### config.mk
export PLATFORM = sky130hd
export DESIGN_NAME = hs_sync_detector
export DESIGN_NICKNAME = d
export VERILOG_FILES = /design/src/rtl/hs_sync_detector.sv
export SDC_FILE = /design/constraint.sdc
export NUM_CORES = 1
export LEC_CHECK = 0
export CAP_MARGIN = 20
export CORE_MARGIN = 2
export CORE_UTILIZATION = 40
export CTS_BUF_LIST = sky130_fd_sc_hd__clkbuf_8
export CTS_CLUSTER_DIAMETER = 120
export DETAILED_ROUTE_END_ITERATION = 10
export MAX_ROUTING_LAYER = met4
export SYNTH_ARGS = -nofsm -noshare
export SYNTH_HDL_FRONTEND = slang
export SYNTH_SLANG_ARGS = --single-unit
### constraint.sdc
create_clock -name RxDDRClkHS -period 2.85 [get_ports RxDDRClkHS]
set_input_delay 0.4275 -clock RxDDRClkHS [delete_from_list [all_inputs] [get_ports RxDDRClkHS]]
set_output_delay 0.4275 -clock RxDDRClkHS [all_outputs]
set_load 0.005 [all_outputs]
### src/rtl/hs_sync_detector.sv
// HS start-of-transmission sync detector: hunts the serial HS bit stream for the
// sync byte and enables the downstream deserializer aligned to the first payload bit.
module hs_sync_detector #(
    parameter logic [7:0] SYNC_WORD  = 8'hB8,
    parameter int         HUNT_LIMIT = 32,
    parameter bit         TOL_1BIT   = 1'b1
) (
    input  logic RxDDRClkHS,
    input  logic RST,
    input  logic HS_RX_DATA,
    input  logic HS_RX_ACTIVE,
    output logic Enable,
    output logic RX_SYNC_HS,
    output logic ERR_SOT_HS,
    output logic ERR_SOT_SYNC_HS
);

    typedef enum logic [1:0] {
        IDLE    = 2'd0,
        HUNT    = 2'd1,
        RECEIVE = 2'd2,
        FAIL    = 2'd3
    } state_t;

    localparam logic [7:0] LIMIT_LAST = 8'(HUNT_LIMIT - 1);

    // True when the two bytes differ in exactly one bit position.
    function automatic logic is_dist1(input logic [7:0] a, input logic [7:0] b);
        logic [7:0] d;
        d = a ^ b;
        return (d != 8'd0) && ((d & (d - 8'd1)) == 8'd0);
    endfunction

    state_t     state_r, state_s;
    logic [7:0] shreg_r, shreg_s;
    logic [7:0] cnt_r, cnt_s;
    logic       enable_r, enable_s;
    logic       sync_r, sync_s;
    logic       err_sot_r, err_sot_s;
    logic       err_sync_r, err_sync_s;
    logic [7:0] window_s;
    logic       armed_s;

    assign window_s = {HS_RX_DATA, shreg_r[7:1]};
    assign armed_s  = (cnt_r >= 8'd7);

    // State, shift register, counter and registered outputs.
    always_ff @(posedge RxDDRClkHS or negedge RST) begin
        if (!RST) begin
            state_r    <= IDLE;
            shreg_r    <= 8'd0;
            cnt_r      <= 8'd0;
            enable_r   <= 1'b0;
            sync_r     <= 1'b0;
            err_sot_r  <= 1'b0;
            err_sync_r <= 1'b0;
        end else begin
            state_r    <= state_s;
            shreg_r    <= shreg_s;
            cnt_r      <= cnt_s;
            enable_r   <= enable_s;
            sync_r     <= sync_s;
            err_sot_r  <= err_sot_s;
            err_sync_r <= err_sync_s;
        end
    end

    // Next-state and next-output logic; line inactivity always wins in HUNT.
    always_comb begin
        state_s    = state_r;
        shreg_s    = shreg_r;
        cnt_s      = cnt_r;
        enable_s   = 1'b0;
        sync_s     = 1'b0;
        err_sot_s  = 1'b0;
        err_sync_s = 1'b0;
        case (state_r)
            IDLE: begin
                shreg_s = 8'd0;
                cnt_s   = 8'd0;
                if (HS_RX_ACTIVE) begin
                    state_s = HUNT;
                end else begin
                    state_s = IDLE;
                end
            end
            HUNT: begin
                if (!HS_RX_ACTIVE) begin
                    state_s = IDLE;
                    shreg_s = 8'd0;
                    cnt_s   = 8'd0;
                end else begin
                    shreg_s = window_s;
                    if (cnt_r == 8'hFF) begin
                        cnt_s = cnt_r;
                    end else begin
                        cnt_s = cnt_r + 8'd1;
                    end
                    if (armed_s && (window_s == SYNC_WORD)) begin
                        state_s  = RECEIVE;
                        enable_s = 1'b1;
                        sync_s   = 1'b1;
                    end else if (armed_s && TOL_1BIT && is_dist1(window_s, SYNC_WORD)) begin
                        state_s   = RECEIVE;
                        enable_s  = 1'b1;
                        sync_s    = 1'b1;
                        err_sot_s = 1'b1;
                    end else if (cnt_r == LIMIT_LAST) begin
                        state_s    = FAIL;
                        err_sync_s = 1'b1;
                    end else begin
                        state_s = HUNT;
                    end
                end
            end
            RECEIVE: begin
                if (HS_RX_ACTIVE) begin
                    enable_s = 1'b1;
                end else begin
                    state_s = IDLE;
                end
            end
            FAIL: begin
                if (HS_RX_ACTIVE) begin
                    state_s = FAIL;
                end else begin
                    state_s = IDLE;
                end
            end
            default: begin
                state_s = IDLE;
                shreg_s = 8'd0;
                cnt_s   = 8'd0;
            end
        endcase
    end

    assign Enable          = enable_r;
    assign RX_SYNC_HS      = sync_r;
    assign ERR_SOT_HS      = err_sot_r;
    assign ERR_SOT_SYNC_HS = err_sync_r;

endmodule

Word-level counts from Yosys, hierarchy flattened. Index checks and enable logic that the tools add are counted.

ROM bits: 0. Register bits after elaboration: 22. Latch bits: 0. Memories: 0. Word-level logic and storage cells: 55. Bits of input ports: 4. Bits in writable memories: 0. Output and inout bits: 4.

Equality and inequality tests: 8. Bitwise logic cells: 2. Add/subtract/negate cells: 2. Multipliers: 0. Reduce and logical (&&, ||, !) cells: 8. Div/mod/pow operators: 0. Muxes and demuxes: 27. Order comparisons: 1. Shift-type cells: 0.

Operator list (count): $pmux 8 s2 (2); $mux 8 (3); $eq 8x8->1 const B (2); $mux 1 (14); $mux 2 (6); $add 8x1->8 const B (1); $and 8x8->8 (1); $eq 8x5->1 const B (1); $ge 8x3->1 const B (1); $logic_not 8->1 (1); $pmux 2 s4 (1); $reduce_bool 8->1 (1); $sub 8x1->8 const B (1); $eq 2x2->1 const B (2); $not 4->4 (1); $logic_and 1x1->1 (3); $ne 3x3->1 const B (1); $eq 2x1->1 const B (1); $logic_not 2->1 (1); $ne 2x2->1 const B (1); $pmux 1 s2 (1); $reduce_and 2->1 (1); $reduce_bool 2->1 (1).

Longest topological paths before layout.
Depth after elaboration: 10. Depth in mapped cells: 7. Gate-level depth less buffers: 7.

Worst setup path before layout. Ideal clock, no wire load.

Path kind: reg-to-reg. Start: register state_r[1]. End: register cnt_r[3]. Path slack: 1296 ps. Arrival time: 1458 ps. Setup time: 95 ps. Stages on the path, launching flop included: 8. Buffers on the path: 0. Clock period less this slack: 1554 ps. Cells stage by stage: dfrtp_1 -> inv_1 -> ha_1 -> and2_1 -> nand2_1 -> o22ai_1 -> or2_2 -> o31ai_1.

Cells in the longest elaborated chain, start to end: 3. Elaborated cells between the ends (all ways): 6. Classes of those cells: eq/ne (2); mux (1); reduce/logical (3).

RTL lines: from (decl) (line 34) `state_t state_r, state_s;`; from (signal assigned) (line 58) `state_r <= state_s;`; $eq 2x1->1 / $logic_not 2->1 (equally long branches) (line 77) `case (state_r)`; $ne 3x3->1 (no source line) / $reduce_bool 2->1 (equally long branches); $reduce_and 2->1 (no source line); to (signal assigned) (line 60) `cnt_r <= cnt_s;`; to (decl) (line 36) `logic [7:0] cnt_r, cnt_s;`.

Several ways; a longest one is shown, not always the timed one. A chain may end at the register's enable or synchronous reset.

Final worst setup path.
Start: register state_r[1]. End: register cnt_r[0].

Same word-level chain as after synthesis.

==> summary.md <==
## Routing
• **Post-route DRC** 0
• **detailed router's first-iteration violation count** 28
• **WL/cell** 13.9 um
• **post-detailed-route count of antenna-violating nets** 0
• **total via count in the routed design** 899
• **detail-routed via count per cell** 5.69
• **drt first pass iters** 4
• **Final Routed Wirelength** 2.20 mm

## CTS
• **root cell of the clock tree** sky130_fd_sc_hd__clkbuf_8
• **Max clock buf depth** 2
• **clock transition time at the flip-flop clock pins of the worst setup and hold paths** 0.08 ns
• **H-Tree Level Count** 1
• **number of post-CTS setup repair buffers** 0
• **clk sink count** 21
• **TritonCTS clock tree** built
• **clk_lat worst skew** 0.26 ns
• **number of gates resized after cts** 0
• **number of clock buffers inserted by TritonCTS** 3
• **total of hold buffers inserted after clock tree synthesis** 0

## Final layout
• **commonest cells after routing, fill and taps aside** sky130_fd_sc_hd__dfrtp_1, sky130_fd_sc_hd__nand2_1, sky130_fd_sc_hd__o21ai_0
• **area occupied by registers** 526 um^2
• **Filler Cells Inserted** 264
• **Layout area overhead** 12.7%
• **nets** 137
• **most common cell after layout, fill and taps aside** sky130_fd_sc_hd__dfrtp_1
• **fraction of layout cells with a size suffix above 1** 8.66%
• **ANT cells** 0
• **multi-input combinational cell area** 569 um^2
• **design area** 1280 um^2
• **Finished Layout Cells** 158

## Timing
• **setup repair after global routing missed its margin** no
• **transition time at the pin with the least slew margin** 0.664 ns
• **final max-slew violation count** 0
• **Finish-stage setup viols** 0
• **Setup WS post-layout** 0.765 ns
• **worst relative slew slack** 55.6%
• **Fmax** 480 MHz
• **Final TNS setup** 0 ns
• **part of the cycle the worst path needs** 73.1%
• **clock skew** 0.00109 ns
• **final worst path period need** 2.08 ns
• **number of hold violations in the final report** 0

## Global route
• **wire length of the first global-routing pass** 3.80 mm
• **number of antenna violations at the first check in global routing** 0
• **largest net degree at the start of global routing** 22
• **vias in the first global route** 846
• **leftover overflow at the end of global routing** 0
• **aggregate global-route resource usage** 15.6%

## Status
• **outcome** finished clean

## Worst setup path
• **R2R Path End** cnt_r[0]
• **critical path required time** 2.99 ns
• **Critical Path Fanout Max** 11
• **setup slack on the worst flop-to-flop path** 0.77 ns
• **beginning of the worst register-to-register path** state_r[1]
• **arrival time at the worst endpoint** 2.22 ns
• **sort of element at the start of the critical path** register
• **Crit. End Element** register
• **startpoint-to-endpoint class of the critical path** register to register
• **logic depth of the worst register-to-register path** 7

## Floorplanning
• **Die Wd** 57.2 um
• **area of the die** 3270 um^2
• **initial cell density of the core** 41.4%
• **cell row count** 19
• **IO Pins** 8
• **Chip Height** 57.2 um
• **core area** 2730 um^2

## Placement
• **half-perimeter wire length after placement** 1.61 mm
• **Placement Setup Slack** 0.547 ns
• **placed standard-cell area** 1230 um^2
• **final weighted congestion of routability-driven global placement** 0.850
• **Port Buffers** 7
• **number of instances in the placed design** 154

## Synth
• **Area contributors post-synth** sky130_fd_sc_hd__dfrtp_1, sky130_fd_sc_hd__ha_1, sky130_fd_sc_hd__o21ai_0
• **Post-synth ARST share** 100%
• **share of the yosys chip area belonging to registers** 46.4%
• **mapped cell area** 1130 um^2
• **Distinct cells, synth** 37
• **register bit total from synthesis** 21
• **cell taking the most area after synthesis** sky130_fd_sc_hd__dfrtp_1
• **per-instance average area after synthesis** 9.60 um^2
• **synthesized netlist net count** 127
• **Synth top area share** 46.4%
• **main flop type after synthesis** sky130_fd_sc_hd__dfrtp_1
• **number of flops mapped to enable cells by yosys** 0
• **number of warnings issued by yosys** 0
• **Gate Count Post-Synth** 118

## Job
• **max-cap viol count** 0

## Pwr
• **Leakage Power** 0.000584 uW
• **largest voltage drop on the vdd net** 294 uV
• **PD cells** 454 nW/um^2

## Worst hold path
• **class of the tightest hold or removal check** input port to asynchronous set/reset pin

[state kept, by name, indices dropped and copies added, names as in the netlist]
signal           flops
state_r              2
shreg_r              7
RX_SYNC_HS           1
cnt_r                8
ERR_SOT_HS           1
ERR_SOT_SYNC_HS      1
Enable               1
[cells by family (layout without fill, tap and decap cells)]
| family | Yosys count | in the layout | synth area share, % |
|---|---|---|---|
| xor+xnor | 1 | 1 | 0.774 |
| fa+ha+maj | 7 | 7 | 7.40 |
| simple gates | 50 | 50 | 22.9 |
| mux | 1 | 1 | 0.994 |
| compound gates | 30 | 30 | 18.2 |
| flops | 21 | 21 | 46.4 |
| buf+inv | 8 | 17 | 3.32 |
[layout make-up]
cell class                 instances  area share (%)
clock buffer                       3            3.24
clock inverter                     1           0.392
inverter                           5            1.47
multi-input combinational         89            44.6
sequential                        21            41.2
tap                               31            3.04
timing repair buffer               8            6.08
[metal layers]
layer  up-vias  track usage (%)  routed length (um)  share of wire [%]
met1       438             19.5                1040                 47
met3         2             3.40                  55                2.5
met2        10             25.6                1090                 49
met4         0             3.99                  13               0.59
met5         -                -                   0                  0
li1        449                -                   -                  -
[how the worst max path moves through the flow]
stage                     slack (ns)  cells past startpoint       end          from
after floorplan                 1.30                      7  cnt_r[3]    state_r[1]
after global placement          0.64                      6  cnt_r[2]  HS_RX_ACTIVE
after detailed placement        0.55                      6  cnt_r[2]  HS_RX_ACTIVE
after CTS                       0.76                      7  cnt_r[0]    state_r[1]
after global routing            0.55                      7  cnt_r[0]    state_r[1]
final                           0.77                      7  cnt_r[0]    state_r[1]
[cell usage after synthesis (all sizes together) (2+ instances only)]
cell type   n
o21ai      11
and3        3
clkbuf      2
a211oi      2
nor2        8
o22a        2
maj3        2
inv         5
nand2      13
a22o        5
nand3       6
nor4        4
a211o       2
nor3        8
ha          5
o31ai       2
a21oi       2
and2        2
dfrtp      21
[report_power, final]
part	leakage [uW]	switching (uW)	internal, uW
Sequential	0.000290	9.20	306
Combinational	0.000269	47.8	25.1
Clock	0.0000255	94.2	97.2
[critical path: stages, from the launching register on]
cell and delay [ns]:
sky130_fd_sc_hd__dfrtp_1 0.43, sky130_fd_sc_hd__inv_1 0.10, sky130_fd_sc_hd__ha_1 0.26, sky130_fd_sc_hd__and2_1 0.40, sky130_fd_sc_hd__nand2_1 0.09, sky130_fd_sc_hd__o22ai_1 0.39, sky130_fd_sc_hd__or2_2 0.22, sky130_fd_sc_hd__o21ai_0 0.08
[stage by stage]
step                total power (uW)  util (%)  hold WS (ns)
global placement                 392      45.0         0.495
global route                     609      46.7         0.525
CTS                              589      46.7         0.510
detailed placement               395      45.0         0.492
floorplan                        367         -         0.132
finish                           580      46.7         0.503
Power figures use the tool's default switching activity.
